### src/rtl/rst_seq_pkg.sv
// Shared types and defaults for the reset sequencer: FSM state encoding,
// parameter defaults and the sizing rule for the shared cycle counter.
package rst_seq_pkg;

    typedef enum logic [2:0] {
        ST_RESET,
        ST_WAIT_LOCK,
        ST_RELEASE,
        ST_RUN,
        ST_SW_GATE,
        ST_SW_HOLD
    } state_t;

    localparam int DEF_NB_DOMAINS  = 3;
    localparam int DEF_SYNC_STAGES = 2;
    localparam int DEF_LOCK_TIMEOUT = 64;
    localparam int DEF_RELEASE_GAP = 4;
    localparam int DEF_HOLD_CYCLES = 8;

    // Width able to hold the largest terminal count of the three phases.
    function automatic int cnt_width(input int a, input int b, input int c);
        int m;
        m = a;
        if (b > m) m = b;
        if (c > m) m = c;
        return (m < 1) ? 1 : $clog2(m + 1);
    endfunction

endpackage

### src/rtl/rst_sync.sv
// Reset-deassertion synchroniser: asserts asynchronously, releases after
// STAGES rising edges of clk_i.
module rst_sync #(
    parameter int STAGES = 2
) (
    input  logic clk_i,
    input  logic rst_n,
    output logic rst_n_sync
);

    logic [STAGES-1:0] sync_reg;

    always_ff @(posedge clk_i or negedge rst_n) begin
        if (!rst_n) begin
            sync_reg <= '0;
        end else begin
            sync_reg <= STAGES'({sync_reg, 1'b1});
        end
    end

    assign rst_n_sync = sync_reg[STAGES-1];

endmodule

### src/rtl/rst_seq_ctrl.sv
// Multi-domain reset sequencer: waits for FLL lock, releases domains one by
// one, and handles per-domain software resets with clock gating around them.
module rst_seq_ctrl
    import rst_seq_pkg::*;
#(
    parameter int NB_DOMAINS   = DEF_NB_DOMAINS,
    parameter int SYNC_STAGES  = DEF_SYNC_STAGES,
    parameter int LOCK_TIMEOUT = DEF_LOCK_TIMEOUT,
    parameter int RELEASE_GAP  = DEF_RELEASE_GAP,
    parameter int HOLD_CYCLES  = DEF_HOLD_CYCLES
) (
    input  logic                  clk_i,
    input  logic                  rst_n,
    input  logic                  testmode_i,
    input  logic                  lock_i,
    input  logic [NB_DOMAINS-1:0] sw_req_i,
    input  logic                  fetch_enable_i,
    output logic [NB_DOMAINS-1:0] rstn_o,
    output logic [NB_DOMAINS-1:0] clk_en_o,
    output logic                  fetch_enable_o,
    output logic                  busy_o,
    output logic                  lock_timeout_o
);

    localparam int IDX_W = (NB_DOMAINS > 1) ? $clog2(NB_DOMAINS) : 1;
    localparam int CNT_W = cnt_width(LOCK_TIMEOUT - 1, RELEASE_GAP, HOLD_CYCLES - 1);

    state_t                state_reg;
    logic [CNT_W-1:0]      cnt_reg;
    logic [IDX_W-1:0]      idx_reg;
    logic [NB_DOMAINS-1:0] sel_reg;
    logic [NB_DOMAINS-1:0] mask_reg;
    logic [NB_DOMAINS-1:0] rstn_reg;
    logic [NB_DOMAINS-1:0] clk_en_reg;
    logic                  fetch_reg;
    logic                  timeout_reg;
    logic                  rst_n_sync;
    logic [IDX_W:0]        next_pick;
    logic [IDX_W:0]        first_mask_pick;

    // Returns {found, index} of the lowest set bit of sel at or above 'from'.
    function automatic logic [IDX_W:0] pick_domain(input logic [NB_DOMAINS-1:0] sel,
                                                   input int from);
        logic [IDX_W:0] res;
        res = '0;
        for (int i = NB_DOMAINS - 1; i >= 0; i--) begin
            if (sel[i] && (i >= from)) res = {1'b1, IDX_W'(i)};
        end
        return res;
    endfunction

    rst_sync #(
        .STAGES (SYNC_STAGES)
    ) u_rst_sync (
        .clk_i      (clk_i),
        .rst_n      (rst_n),
        .rst_n_sync (rst_n_sync)
    );

    assign next_pick       = pick_domain(sel_reg, int'(idx_reg) + 1);
    assign first_mask_pick = pick_domain(mask_reg, 0);

    always_ff @(posedge clk_i or negedge rst_n) begin
        if (!rst_n) begin
            state_reg   <= ST_RESET;
            cnt_reg     <= '0;
            idx_reg     <= '0;
            sel_reg     <= '0;
            mask_reg    <= '0;
            rstn_reg    <= '0;
            clk_en_reg  <= '0;
            fetch_reg   <= 1'b0;
            timeout_reg <= 1'b0;
        end else begin
            fetch_reg <= fetch_enable_i && (state_reg == ST_RUN);
            case (state_reg)
                ST_RESET: begin
                    if (rst_n_sync) begin
                        state_reg <= ST_WAIT_LOCK;
                        cnt_reg   <= '0;
                    end
                end
                ST_WAIT_LOCK: begin
                    if (lock_i || (cnt_reg == CNT_W'(LOCK_TIMEOUT - 1))) begin
                        if (!lock_i) timeout_reg <= 1'b1;
                        state_reg <= ST_RELEASE;
                        sel_reg   <= '1;
                        idx_reg   <= '0;
                        cnt_reg   <= '0;
                    end else begin
                        cnt_reg <= cnt_reg + CNT_W'(1);
                    end
                end
                ST_RELEASE: begin
                    // Each slot: clock on at count 0, reset off at count 1.
                    if (cnt_reg == CNT_W'(0)) clk_en_reg[idx_reg] <= 1'b1;
                    if (cnt_reg == CNT_W'(1)) rstn_reg[idx_reg] <= 1'b1;
                    if ((cnt_reg == CNT_W'(RELEASE_GAP - 1)) && next_pick[IDX_W]) begin
                        idx_reg <= next_pick[IDX_W-1:0];
                        cnt_reg <= '0;
                    end else if (cnt_reg == CNT_W'(RELEASE_GAP)) begin
                        state_reg <= ST_RUN;
                        cnt_reg   <= '0;
                    end else begin
                        cnt_reg <= cnt_reg + CNT_W'(1);
                    end
                end
                ST_RUN: begin
                    if (|sw_req_i) begin
                        mask_reg   <= sw_req_i;
                        clk_en_reg <= clk_en_reg & ~sw_req_i;
                        state_reg  <= ST_SW_GATE;
                    end
                end
                ST_SW_GATE: begin
                    rstn_reg  <= rstn_reg & ~mask_reg;
                    cnt_reg   <= '0;
                    state_reg <= ST_SW_HOLD;
                end
                ST_SW_HOLD: begin
                    if (cnt_reg == CNT_W'(HOLD_CYCLES - 1)) begin
                        state_reg <= first_mask_pick[IDX_W] ? ST_RELEASE : ST_RUN;
                        sel_reg   <= mask_reg;
                        idx_reg   <= first_mask_pick[IDX_W-1:0];
                        cnt_reg   <= '0;
                    end else begin
                        cnt_reg <= cnt_reg + CNT_W'(1);
                    end
                end
                default: state_reg <= ST_RESET;
            endcase
        end
    end

    // Test mode bypasses the sequencer so scan sees the raw reset and free clocks.
    for (genvar gi = 0; gi < NB_DOMAINS; gi++) begin : g_out
        assign rstn_o[gi]   = testmode_i ? rst_n : rstn_reg[gi];
        assign clk_en_o[gi] = testmode_i | clk_en_reg[gi];
    end

    assign fetch_enable_o = fetch_reg;
    assign busy_o         = (state_reg != ST_RUN);
    assign lock_timeout_o = timeout_reg;

endmodule

### config.mk
export PLATFORM = sky130hd
export DESIGN_NAME = rst_seq_ctrl
export DESIGN_NICKNAME = d
export VERILOG_FILES = /design/src/rtl/rst_seq_pkg.sv /design/src/rtl/rst_sync.sv /design/src/rtl/rst_seq_ctrl.sv
export SDC_FILE = /design/constraint.sdc
export NUM_CORES = 1
export LEC_CHECK = 0
export BUFFER_PORTS_ARGS = -buffer_cell sky130_fd_sc_hd__clkbuf_2
export CAP_MARGIN = 0
export CORE_MARGIN = 4
export CORE_UTILIZATION = 55
export CTS_CLUSTER_DIAMETER = 120
export CTS_CLUSTER_SIZE = 28
export DETAILED_ROUTE_END_ITERATION = 10
export PLACE_DENSITY = 0.81
export RECOVER_POWER = 100
export SYNTH_ARGS = -nofsm -noshare
export SYNTH_HDL_FRONTEND = slang
export SYNTH_HIERARCHICAL = 1
export SYNTH_SLANG_ARGS = --single-unit
### constraint.sdc
create_clock -name clk_i -period 2.9 [get_ports clk_i]
set_input_delay 0.145 -clock clk_i [delete_from_list [all_inputs] [get_ports clk_i]]
set_output_delay 0.145 -clock clk_i [all_outputs]
set_load 0.02 [all_outputs]
==> key figures <==
Status
  • Outcome: completed

Global routing
  • Global Route Usage Sum: 0.188
  • Initial antenna violation count: 0
  • Vias in the first global route: 1204
  • First-pass GRT wire length: 5060 um
  • Gr ovfl total: 0
  • Largest net degree at the start of global routing: 28

STA
  • Final setup margin: 0.556 ns
  • Slew Limit Fails: 0
  • Period minus WS final: 2.34 ns
  • RSZ-0062 raised after global routing: no
  • Slew HR: 0.458
  • Clock Skew: 0.00845 ns
  • Fin. Hold Viols: 0
  • TNS Setup: 0 ns
  • Tcrit/Tclk final: 0.808
  • Final setup vio count: 0
  • Max Clk Rate: 0.427 GHz
  • Slew @ Worst Pin: 0.810 ns

Synth
  • Main synth FF type: dfrtp_1
  • Syn_nets: 173
  • Top cell type's share of synthesized area: 0.444
  • Area contributors post-synth: dfrtp_1, nand2_1, nor2_1
  • Number of synthesized flops with an enable pin: 0
  • Synthesis-stage register bit count: 26
  • Sequential area share after synthesis: 0.444
  • Avg Synthesized Cell Area: 9.04 sq um
  • Yosys warning count: 6
  • Synth async-reset ratio: 1.00
  • Synth cell types: 41
  • Synth area leader: dfrtp_1
  • Gate Count Post-Synth: 162
  • Netlist Area Pre-Place: 1470 sq um

Route
  • Final WL: 3060 um
  • First DRT Iteration DRCs: 46
  • Via count: 1232
  • ANT nets after route: 0
  • Avg Vias per Cell: 5.92
  • Drt drc: 0
  • Wirelength per Cell: 14.7 um
  • Pre-antenna DRT Iters: 4

Clock tree
  • Clk sinks: 26
  • Post-CTS resize count: 0
  • CTS max path bufs: 2
  • CTS Root Cell: clkbuf_4
  • # H-tree levels: 1
  • Post-CTS Hold Buffers: 1
  • TritonCTS buffer count: 3
  • Total setup buffers inserted after CTS: 0
  • Clk Latency, worst-skew pair: 0.33 ns
  • CTS tree: done
  • Worst-path clk slew: 0.14 ns

Die
  • Die width: 59.6 um
  • Io pins: 17
  • Core area: 2500 sq um
  • Initial Util: 0.586
  • Site Rows: 18
  • Die ar.: 3550 sq um
  • Height of the die: 59.6 um

Layout
  • Diode count: 0
  • Area of the multi-input gates: 714 sq um
  • P&R area growth vs syn: 6.92%
  • Max reg flops: 6
  • Final non-filler cell total: 208
  • Fraction of layout cells with a size suffix above 1: 0.101
  • Filler cell count: 209
  • Core Util, Final: 0.627
  • Net count, final: 190
  • Register area: 651 sq um

Critical path
  • Crit. End Element: register
  • Setup CP Type: reg -> reg
  • Critical Path Source: state_reg[0]
  • Setup crit start kind: register
  • R2R Path Start: state_reg[0]
  • Max FO, Critical Path: 12
  • Crit path required time: 3.13 ns
  • WP data arrival: 2.57 ns

Worst hold path
  • Hold_sp: sw_req_i[0]
  • Hold Path Class: in -> reg

Placement
  • DP Wirelength: 2340 um
  • Placed cells: 203
  • # port buffers: 16
  • Gpl congestion: 0.878
  • Pre-CTS setup slack: 0.865 ns

Pwr
  • Maximum vdd drop: 603 uV
  • Pleak: 0.000705 uW
  • Pwr dens: 985 nW/um^2

Job
  • Max Cap Viol: 0
cells in the final DEF, fill, tap and decap left out, types with 6 or more instances in the layout:
cell type   n
a21oi_1     8
a31oi_1     6
clkbuf_1    9
clkbuf_2    7
dfrtp_1    26
inv_1      13
nand2_1    19
nor2_1     15
nor2b_1     6
nor3_1      8
o21ai_0    10
o22ai_1     6
through the flow:
stage	hold WS (ns)	power [uW]	area [sq um]
floorplan	-0.151	1200	1470
global placement	0.189	1360	1550
detailed placement	0.198	1390	1550
CTS	0.0171	1570	1600
global route	0.00847	1680	1570
finish	0.0170	1540	1570
critical path: stages (launching register included):
cell and delay [ns]:
dfrtp_1 0.53, nor3b_1 0.61, nor3b_4 0.43, nand2b_2 0.08
a21oi_1 0.25, mux2_1 0.35
worst paths after layout:
| check | endpoint | slack [ns] | depth (start not counted) |
|---|---|---|---|
| worst max-delay path | idx_reg[1] | 0.56 | 5 |
| worst min-delay path | clk_en_reg[0] | 0.02 | 2 |
| worst max register to register | idx_reg[1] | 0.56 | 5 |
| worst min register to register | u_rst_sync/sync_reg[1] | 0.37 | 0 |
| max in group asynchronous | cnt_reg[3] | 2.12 | 2 |
| min in group asynchronous | rstn_reg[0] | 0.35 | 2 |
area by class of cell:
cell class / count / area share
multi-input cells: 118 / 0.456
flip-flops and latches: 26 / 0.415
repair buffers: 17 / 0.0503
inverters: 13 / 0.0312
well taps: 30 / 0.0240
clock buffers: 4 / 0.0232
cells by family (layout without fill, tap and decap cells):
group / after synthesis / after routing / share of synthesized area
DFF: 26 / 26 / 0.444
adders and majority gates: 3 / 3 / 0.0256
other: 1 / 1 / 0.00256
and+or+nand+nor: 63 / 63 / 0.221
muxes: 4 / 4 / 0.0290
AOI/OAI and AO/OA: 47 / 47 / 0.224
buffers and inverters: 18 / 34 / 0.0538
cell usage after synthesis (2+ instances only):
library cell / count
a31oi_1: 6
ha_1: 3
buf_2: 3
mux2i_1: 2
and2_1: 2
nor2b_1: 6
or2_2: 3
nor3_1: 8
inv_1: 13
o22ai_1: 6
nor2_1: 15
o21ai_0: 10
a32o_1: 3
nand2_1: 19
nand3_1: 3
dfrtp_1: 26
nor3b_1: 2
a22o_1: 3
a21oi_1: 7
per-layer routing:
layer	routed length, um	GRT usage	share of wire	vias up
li1	-	-	-	611
met1	1340	0.225	0.44	566
met2	1430	0.326	0.47	49
met3	239	0.0370	0.078	6
met4	45	0.0823	0.015	0
met5	0	0	0	-
power breakdown:
| part | leakage, uW | switching [uW] | internal [uW] |
|---|---|---|---|
| Sequential | 0.000326 | 167 | 492 |
| Combinational | 0.000358 | 412 | 288 |
| Clock | 0.0000210 | 106 | 76.9 |
(Power assumes the default switching activity.)
